[config.mk]
export PLATFORM = sky130hd
export DESIGN_NAME = seg7_capture
export DESIGN_NICKNAME = d
export VERILOG_FILES = /design/src/rtl/seg7_capture.sv
export SDC_FILE = /design/constraint.sdc
export NUM_CORES = 1
export LEC_CHECK = 0
export ABC_AREA = 1
export BUFFER_PORTS_ARGS = -buffer_cell sky130_fd_sc_hd__buf_2
export CAP_MARGIN = 30
export CORE_MARGIN = 4
export CORE_UTILIZATION = 60
export CTS_CLUSTER_SIZE = 16
export DETAILED_ROUTE_END_ITERATION = 8
export GPL_ROUTABILITY_DRIVEN = 0
export PLACE_DENSITY = 0.8
export REMOVE_ABC_BUFFERS = 1
export SLEW_MARGIN = 20
export SYNTH_ARGS = -nofsm -noshare
export SYNTH_HDL_FRONTEND = slang
export SYNTH_SLANG_ARGS = --single-unit
[constraint.sdc]
create_clock -name CLK -period 3.29 [get_ports CLK]
set_input_delay 0.8225 -clock CLK [delete_from_list [all_inputs] [get_ports CLK]]
set_output_delay 0.8225 -clock CLK [all_outputs]
set_load 0.1 [all_outputs]
[src/rtl/seg7_capture.sv]
// seg7_capture
//   Receive side of a multiplexed 4-digit 7-segment display. Watches the
//   active-low SEGMENT/DIG scan, waits for each newly enabled digit to
//   settle, samples and decodes its segment pattern to ASCII, and publishes
//   a digit only after CONFIRM consecutive identical samples.
//
// Ports
//   CLK          system clock, rising edge
//   RST_N        asynchronous active-low reset
//   SEGMENT[7:0] active-low segments {dp,g,f,e,d,c,b,a}
//   DIG[3:0]     active-low digit enables, DIG[0] -> DATA1
//   DATA1..DATA4 decoded ASCII per digit (blank = 8'h20)
//   DP[3:0]      decimal point per digit, DP[0] -> DATA1
//   CHANGED      one-cycle pulse when any published DATAn/DP value changes
//   STALE        no sample taken for TIMEOUT_CYC cycles
//   ERR          sticky, more than one DIG bit seen low
//
// Build option
//   SEG7_CAPTURE_DP_EN : capture the decimal point with each digit. When not
//   defined SEGMENT[7] is ignored and DP is tied low.
//
// state  | meaning
// IDLE   | no single digit enabled (all high or multi-hot)
// SETTLE | one digit enabled, waiting SETTLE_CYC cycles
// SAMPLE | one-cycle sample/decode/confirm of the latched digit
// HOLD   | sample done, waiting for DIG to move off this digit
module seg7_capture #(
  parameter int SETTLE_CYC  = 4,
  parameter int CONFIRM     = 2,
  parameter int TIMEOUT_CYC = 1000
) (
  input  logic       CLK,
  input  logic       RST_N,
  input  logic [7:0] SEGMENT,
  input  logic [3:0] DIG,
  output logic [7:0] DATA1,
  output logic [7:0] DATA2,
  output logic [7:0] DATA3,
  output logic [7:0] DATA4,
  output logic [3:0] DP,
  output logic       CHANGED,
  output logic       STALE,
  output logic       ERR
);

  localparam logic [1:0] IDLE   = 2'd0;
  localparam logic [1:0] SETTLE = 2'd1;
  localparam logic [1:0] SAMPLE = 2'd2;
  localparam logic [1:0] HOLD   = 2'd3;

  localparam int              TW          = $clog2(TIMEOUT_CYC + 1);
  localparam logic [7:0]      SETTLE_LAST = 8'(SETTLE_CYC - 1);
  localparam logic [3:0]      CONF_MAX    = 4'(CONFIRM);
  localparam logic [TW-1:0]   TMO_MAX     = TW'(TIMEOUT_CYC);

  logic [7:0]    seg_m, seg_s;
  logic [3:0]    dig_m, dig_s;
  logic [1:0]    state;
  logic [7:0]    settle_cnt;
  logic [1:0]    dig_idx;
  logic [TW-1:0] tmo_cnt;
  logic [7:0]    cand_chr [4];
  logic [3:0]    cand_dp;
  logic [3:0]    cand_cnt [4];
  logic [7:0]    data_q [4];
  logic [3:0]    dp_q;
  logic          changed_q;
  logic          err_q;

  logic [3:0]    dig_low;
  logic          any_low, one_hot, multi_hot;
  logic [1:0]    new_idx;
  logic [7:0]    samp_chr;
  logic          samp_dp;
  logic          samp_match;
  logic [3:0]    samp_cnt;
  logic          publish;

  function automatic logic [7:0] decode(input logic [6:0] p);
    case (p)
      7'h3F: decode = "0";
      7'h06: decode = "1";
      7'h5B: decode = "2";
      7'h4F: decode = "3";
      7'h66: decode = "4";
      7'h6D: decode = "5";
      7'h7D: decode = "6";
      7'h07: decode = "7";
      7'h7F: decode = "8";
      7'h6F: decode = "9";
      7'h77: decode = "A";
      7'h7C: decode = "b";
      7'h39: decode = "C";
      7'h5E: decode = "d";
      7'h79: decode = "E";
      7'h71: decode = "F";
      7'h40: decode = "-";
      7'h00: decode = " ";
      default: decode = "?";
    endcase
  endfunction

  // Synchronisers reset to the inactive level so reset never looks multi-hot.
  always_ff @(posedge CLK or negedge RST_N) begin
    if (!RST_N) begin
      seg_m <= 8'hFF;
      seg_s <= 8'hFF;
      dig_m <= 4'hF;
      dig_s <= 4'hF;
    end else begin
      seg_m <= SEGMENT;
      seg_s <= seg_m;
      dig_m <= DIG;
      dig_s <= dig_m;
    end
  end

  assign dig_low   = ~dig_s;
  assign any_low   = |dig_low;
  assign one_hot   = any_low && ((dig_low & (dig_low - 4'd1)) == 4'd0);
  assign multi_hot = any_low && !one_hot;

  always_comb begin
    new_idx = 2'd0;
    case (dig_low)
      4'b0010: new_idx = 2'd1;
      4'b0100: new_idx = 2'd2;
      4'b1000: new_idx = 2'd3;
      default: new_idx = 2'd0;
    endcase
  end

`ifdef SEG7_CAPTURE_DP_EN
  assign samp_dp = ~seg_s[7];
  assign DP      = dp_q;
`else
  logic unused_dp_bit;
  assign unused_dp_bit = seg_s[7];
  assign samp_dp       = 1'b0;
  assign DP            = 4'b0000;
`endif

  assign samp_chr   = decode(~seg_s[6:0]);
  assign samp_match = (samp_chr == cand_chr[dig_idx]) && (samp_dp == cand_dp[dig_idx]);
  assign samp_cnt   = !samp_match                      ? 4'd1 :
                      (cand_cnt[dig_idx] >= CONF_MAX)  ? CONF_MAX :
                                                         cand_cnt[dig_idx] + 4'd1;
  assign publish    = (state == SAMPLE) && (samp_cnt == CONF_MAX) &&
                      ({samp_chr, samp_dp} != {data_q[dig_idx], dp_q[dig_idx]});

  always_ff @(posedge CLK or negedge RST_N) begin
    if (!RST_N) begin
      state      <= IDLE;
      settle_cnt <= 8'd0;
      dig_idx    <= 2'd0;
    end else begin
      case (state)
        IDLE: begin
          if (one_hot) begin
            state      <= SETTLE;
            dig_idx    <= new_idx;
            settle_cnt <= 8'd0;
          end
        end
        SETTLE: begin
          if (!one_hot) begin
            state <= IDLE;
          end else if (new_idx != dig_idx) begin
            dig_idx    <= new_idx;
            settle_cnt <= 8'd0;
          end else if (settle_cnt == SETTLE_LAST) begin
            state <= SAMPLE;
          end else begin
            settle_cnt <= settle_cnt + 8'd1;
          end
        end
        SAMPLE: state <= HOLD;
        default: begin
          if (!one_hot) begin
            state <= IDLE;
          end else if (new_idx != dig_idx) begin
            state      <= SETTLE;
            dig_idx    <= new_idx;
            settle_cnt <= 8'd0;
          end
        end
      endcase
    end
  end

  // Candidates clear to 8'h00, which no pattern decodes to, so the first
  // sample of every digit always starts a fresh confirm run.
  always_ff @(posedge CLK or negedge RST_N) begin
    if (!RST_N) begin
      for (int i = 0; i < 4; i++) begin
        cand_chr[i] <= 8'h00;
        cand_cnt[i] <= 4'd0;
        data_q[i]   <= 8'h20;
      end
      cand_dp   <= 4'b0000;
      dp_q      <= 4'b0000;
      changed_q <= 1'b0;
    end else begin
      if (state == SAMPLE) begin
        cand_chr[dig_idx] <= samp_chr;
        cand_dp[dig_idx]  <= samp_dp;
        cand_cnt[dig_idx] <= samp_cnt;
        if (publish) begin
          data_q[dig_idx] <= samp_chr;
          dp_q[dig_idx]   <= samp_dp;
        end
      end
      changed_q <= publish;
    end
  end

  // A sample clears the timeout in the same edge it would otherwise expire.
  always_ff @(posedge CLK or negedge RST_N) begin
    if (!RST_N) begin
      tmo_cnt <= '0;
      err_q   <= 1'b0;
    end else begin
      if (state == SAMPLE)
        tmo_cnt <= '0;
      else if (tmo_cnt != TMO_MAX)
        tmo_cnt <= tmo_cnt + TW'(1);
      err_q <= err_q | multi_hot;
    end
  end

  assign DATA1   = data_q[0];
  assign DATA2   = data_q[1];
  assign DATA3   = data_q[2];
  assign DATA4   = data_q[3];
  assign CHANGED = changed_q;
  assign STALE   = (tmo_cnt == TMO_MAX);
  assign ERR     = err_q;

endmodule

==> flow_summary.toml <==
[die]
ios = 53
die_h_um = 112
core_area_um2 = 10500
start_util_pct = 62.3
die-area_um2 = 12600
die_x_um = 112
num_rows = 37

[power_and_ir_drop]
p_comb_share_pct = 32.1
switching_share_pct = 36.9
switching_power_mw = 2.19
p_int_mw = 3.75
seqPwrFrac_pct = 34.8
peakVddDrop_mv = 0.404
powerDensity_nw_per_um2 = 789
leakage_nw = 3.87
pwr-share-clk_pct = 33.1

[hold_path]
min_path_type = "input pin to asynchronous set/reset pin"

[clock_network]
cts.sinks = 126
cts_buffers = 17
root_buffer = "clkbuf_8"
clk_latency_ns = 0.53
hold_buffers = 0
clkTransAtPathRegs_ns = 0.06
htree_levels = 4
cts_tree = "yes"
clockBufferDepth = 2

[timing]
period_needed_ns = 3.11
worstMarginPinSlew_ns = 0.630
slew_headroom_pct = 57.5
finalHoldViolCount = 0
hold-worst-slack_ns = 0.198
finalSetupViolations = 0
fin_skew_ns = 0.00676
slew_violations = 0
max_freq_mhz = 322
period_share_pct = 94.4

[routing]
dr.max_layer_used = "met4"
drc = 0
viasPerCell = 5.74
ant_nets = 0
drt_first_iter_violations = 635
vias = 5704
wl_um = 15600
wire_per_inst_um = 15.7
wl_met1_um = 6280
routed-wl-met2_um = 7720
wl_met3_um = 1130
dr.pass1.iters = 5

[critical_path]
cpMostUsedCell = "nand2_2"
rr_startpoint = "seg_s[0]$_DFF_PN1_"
r2r_end = "DATA3[2]$_DFFE_PN0P_"
crit_start = "seg_s[0]$_DFF_PN1_"
reg2regPathDepth = 17
slowest_stage = "dfstp_2"
crit_required_ns = 3.71
cp_max_fo = 14
crit_path_max_incr_delay_ns = 0.56
cp.arrival_ns = 3.53
cp-start-kind = "flop"
path_class = "flop to flop"
crit_family = "simple AND/OR/NAND/NOR gates"
r2r_slack_ns = 0.18
cp-end-kind = "flop"
crit_chain = "inv_2 > nand2_2 > nor2_1 > nand2_2 > nand3_4 > nor2_8 > nand3_4 > nand2_2 > nand2_2 > nand2_2 > nand2_2 > nor2_4 > nand2_2 > nor2_8 > nand3_4 > nand2_1 > nand2_1"
critPathBufInv = 1

[global_routing]
grt_pass1_wl_um = 26400
grt_max_degree = 68
grt_pass1_vias = 5743
track_usage_pct = 25.8
globalRouteOverflowTotal = 0
antenna_found_initial = 0

[layout]
final_cell_mix = "207 x nand2_1, 100 x dfrtp_1, 82 x inv_1"
syn2layout_area_growth_pct = 15.7
fin_nets = 867
postLayoutCellArea_um2 = 7540
final_common_cell = "nand2_1"
layout-drive-gt1-share_pct = 19.5
diodes = 0

[yosys]
synth.ff_latch_count = 126
ys_types = 44
synthArstFlopShare_pct = 100
synth_cells = 785
seq_area_frac_synth_pct = 48.9
synthesis.area_um2 = 6510
syn_avg_cell_area_um2 = 8.30
synth_edf_count = 0
synth_warnings = 0
ys.flop_type = "dfrtp_1"

[placed_design]
port_buffers = 43
dp_hpwl_um = 10600
placed_area_um2 = 6870

[status]
status = "completed"

[job]
cap_violations = 0
-- synthesized netlist by cell type (2+ instances only) --
cell      count  share of area [%]
nand2_1     207                 12
dfrtp_1     100                 38
inv_1        82                4.7
nor2_1       74                4.3
o21ai_0      55                4.2
nand3_1      48                3.7
dfstp_2      26                 10
nand4_1      21                2.0
nand2_2      20                1.9
a21oi_1      18                1.4
buf_4        15                1.7
nor3_1       13                1.0
a22oi_1      10                1.2
ha_1          9                1.7
a22o_1        8                1.1
inv_2         8               0.46
nand3_4       8                2.2
o21a_1        7               0.81
clkbuf_1      5               0.29
o22ai_1       5               0.48
and3_1        4               0.38
buf_2         4               0.31
nor2_2        4               0.38
xor2_1        4               0.54
and2_1        3               0.29
nor2_8        3               0.92
a21boi_0      2               0.23
buf_8         2               0.46
clkinv_1      2               0.12
nor2_4        2               0.35
or2_2         2               0.19
xnor2_1       2               0.27
-- logic make-up (layout without fill, tap and decap cells) --
| group | Yosys count | after routing | synth area share, % |
|---|---|---|---|
| compound gates | 111 | 111 | 10.2 |
| xor+xnor | 6 | 6 | 0.807 |
| fa+ha+maj | 9 | 9 | 1.73 |
| buf+inv | 119 | 183 | 8.26 |
| flops | 126 | 126 | 48.9 |
| other cells | 1 | 8 | 0.0576 |
| simple gates | 413 | 414 | 30.0 |
-- layer usage --
layer	vias to the layer above	track usage [%]
met1	2716	31.5
met2	287	44.2
li1	2651	-
met5	-	0
met3	50	5.44
met4	0	11.4
-- worst max path at each step --
stage / depth (start not counted) / endpoint / slack (ns)
floorplan: 16 / DATA1[1]$_DFFE_PN0P_ / 0.32
finish: 17 / DATA3[2]$_DFFE_PN0P_ / 0.18
global route: 15 / DATA2[3]$_DFFE_PN0P_ / -0.02
detailed placement: 17 / DATA1[4]$_DFFE_PN0P_ / 0.25
CTS: 17 / DATA3[2]$_DFFE_PN0P_ / 0.21
global placement: 17 / DATA3[6]$_DFFE_PN0P_ / 0.30
-- worst register-to-register path, cell delays in order, from the launching register on --
cell     delay [ns]
dfstp_2        0.56
inv_2          0.06
nand2_2        0.08
nor2_1         0.07
nand2_2        0.11
nand3_4        0.18
nor2_8         0.22
nand3_4        0.23
nand2_2        0.26
nand2_2        0.07
nand2_2        0.09
nand2_2        0.07
nor2_4         0.17
nand2_2        0.16
nor2_8         0.32
nand3_4        0.18
nand2_1        0.12
nand2_1        0.06
-- power groups by stage --
stage / Clock, mW / Combinational [mW] / Sequential [mW]
6_report: 1.97 / 1.91 / 2.07
5_1_grt: 2.07 / 2.13 / 2.10
4_1_cts: 1.98 / 1.87 / 2.06
3_5_place_dp: 0 / 1.84 / 2.08
3_3_place_gp: 0 / 1.75 / 2.06
2_1_floorplan: 0 / 1.25 / 2.13
-- registers in the layout, indices dropped and copies added, names as in the netlist, 8 cells and up --
register / cells
cand_cnt: 16
cand_chr: 28
tmo_cnt: 10
settle_cnt: 8
-- what timing repair did --
item | in CTS | in global routing
resized for setup | 0 | 2
setup buffers | 0 | 1
setup endpoints to repair | 0 | 24
-- stage by stage --
stage	setup TNS (ns)	setup WS [ns]	cells	power (mW)	util [%]
after floorplan	0	0.316	765	3.38	-
after global placement	0	0.297	959	3.80	65.7
after CTS	0	0.208	991	5.91	71.7
after detailed placement	0	0.247	959	3.91	65.7
final	0	0.183	993	5.94	72.0
after global routing	-0.120	-0.0196	993	6.30	72.0
-- area by class of cell --
type | instances | area [um2]
clock buffer | 23 | 467
inverter | 92 | 345
sequential | 126 | 3190
clock inverter | 9 | 158
tap | 136 | 170
fill | 772 | 2930
timing repair buffer | 59 | 375
multi-input combinational | 548 | 2840
No activity file was read; power rests on OpenSTA's default activity.
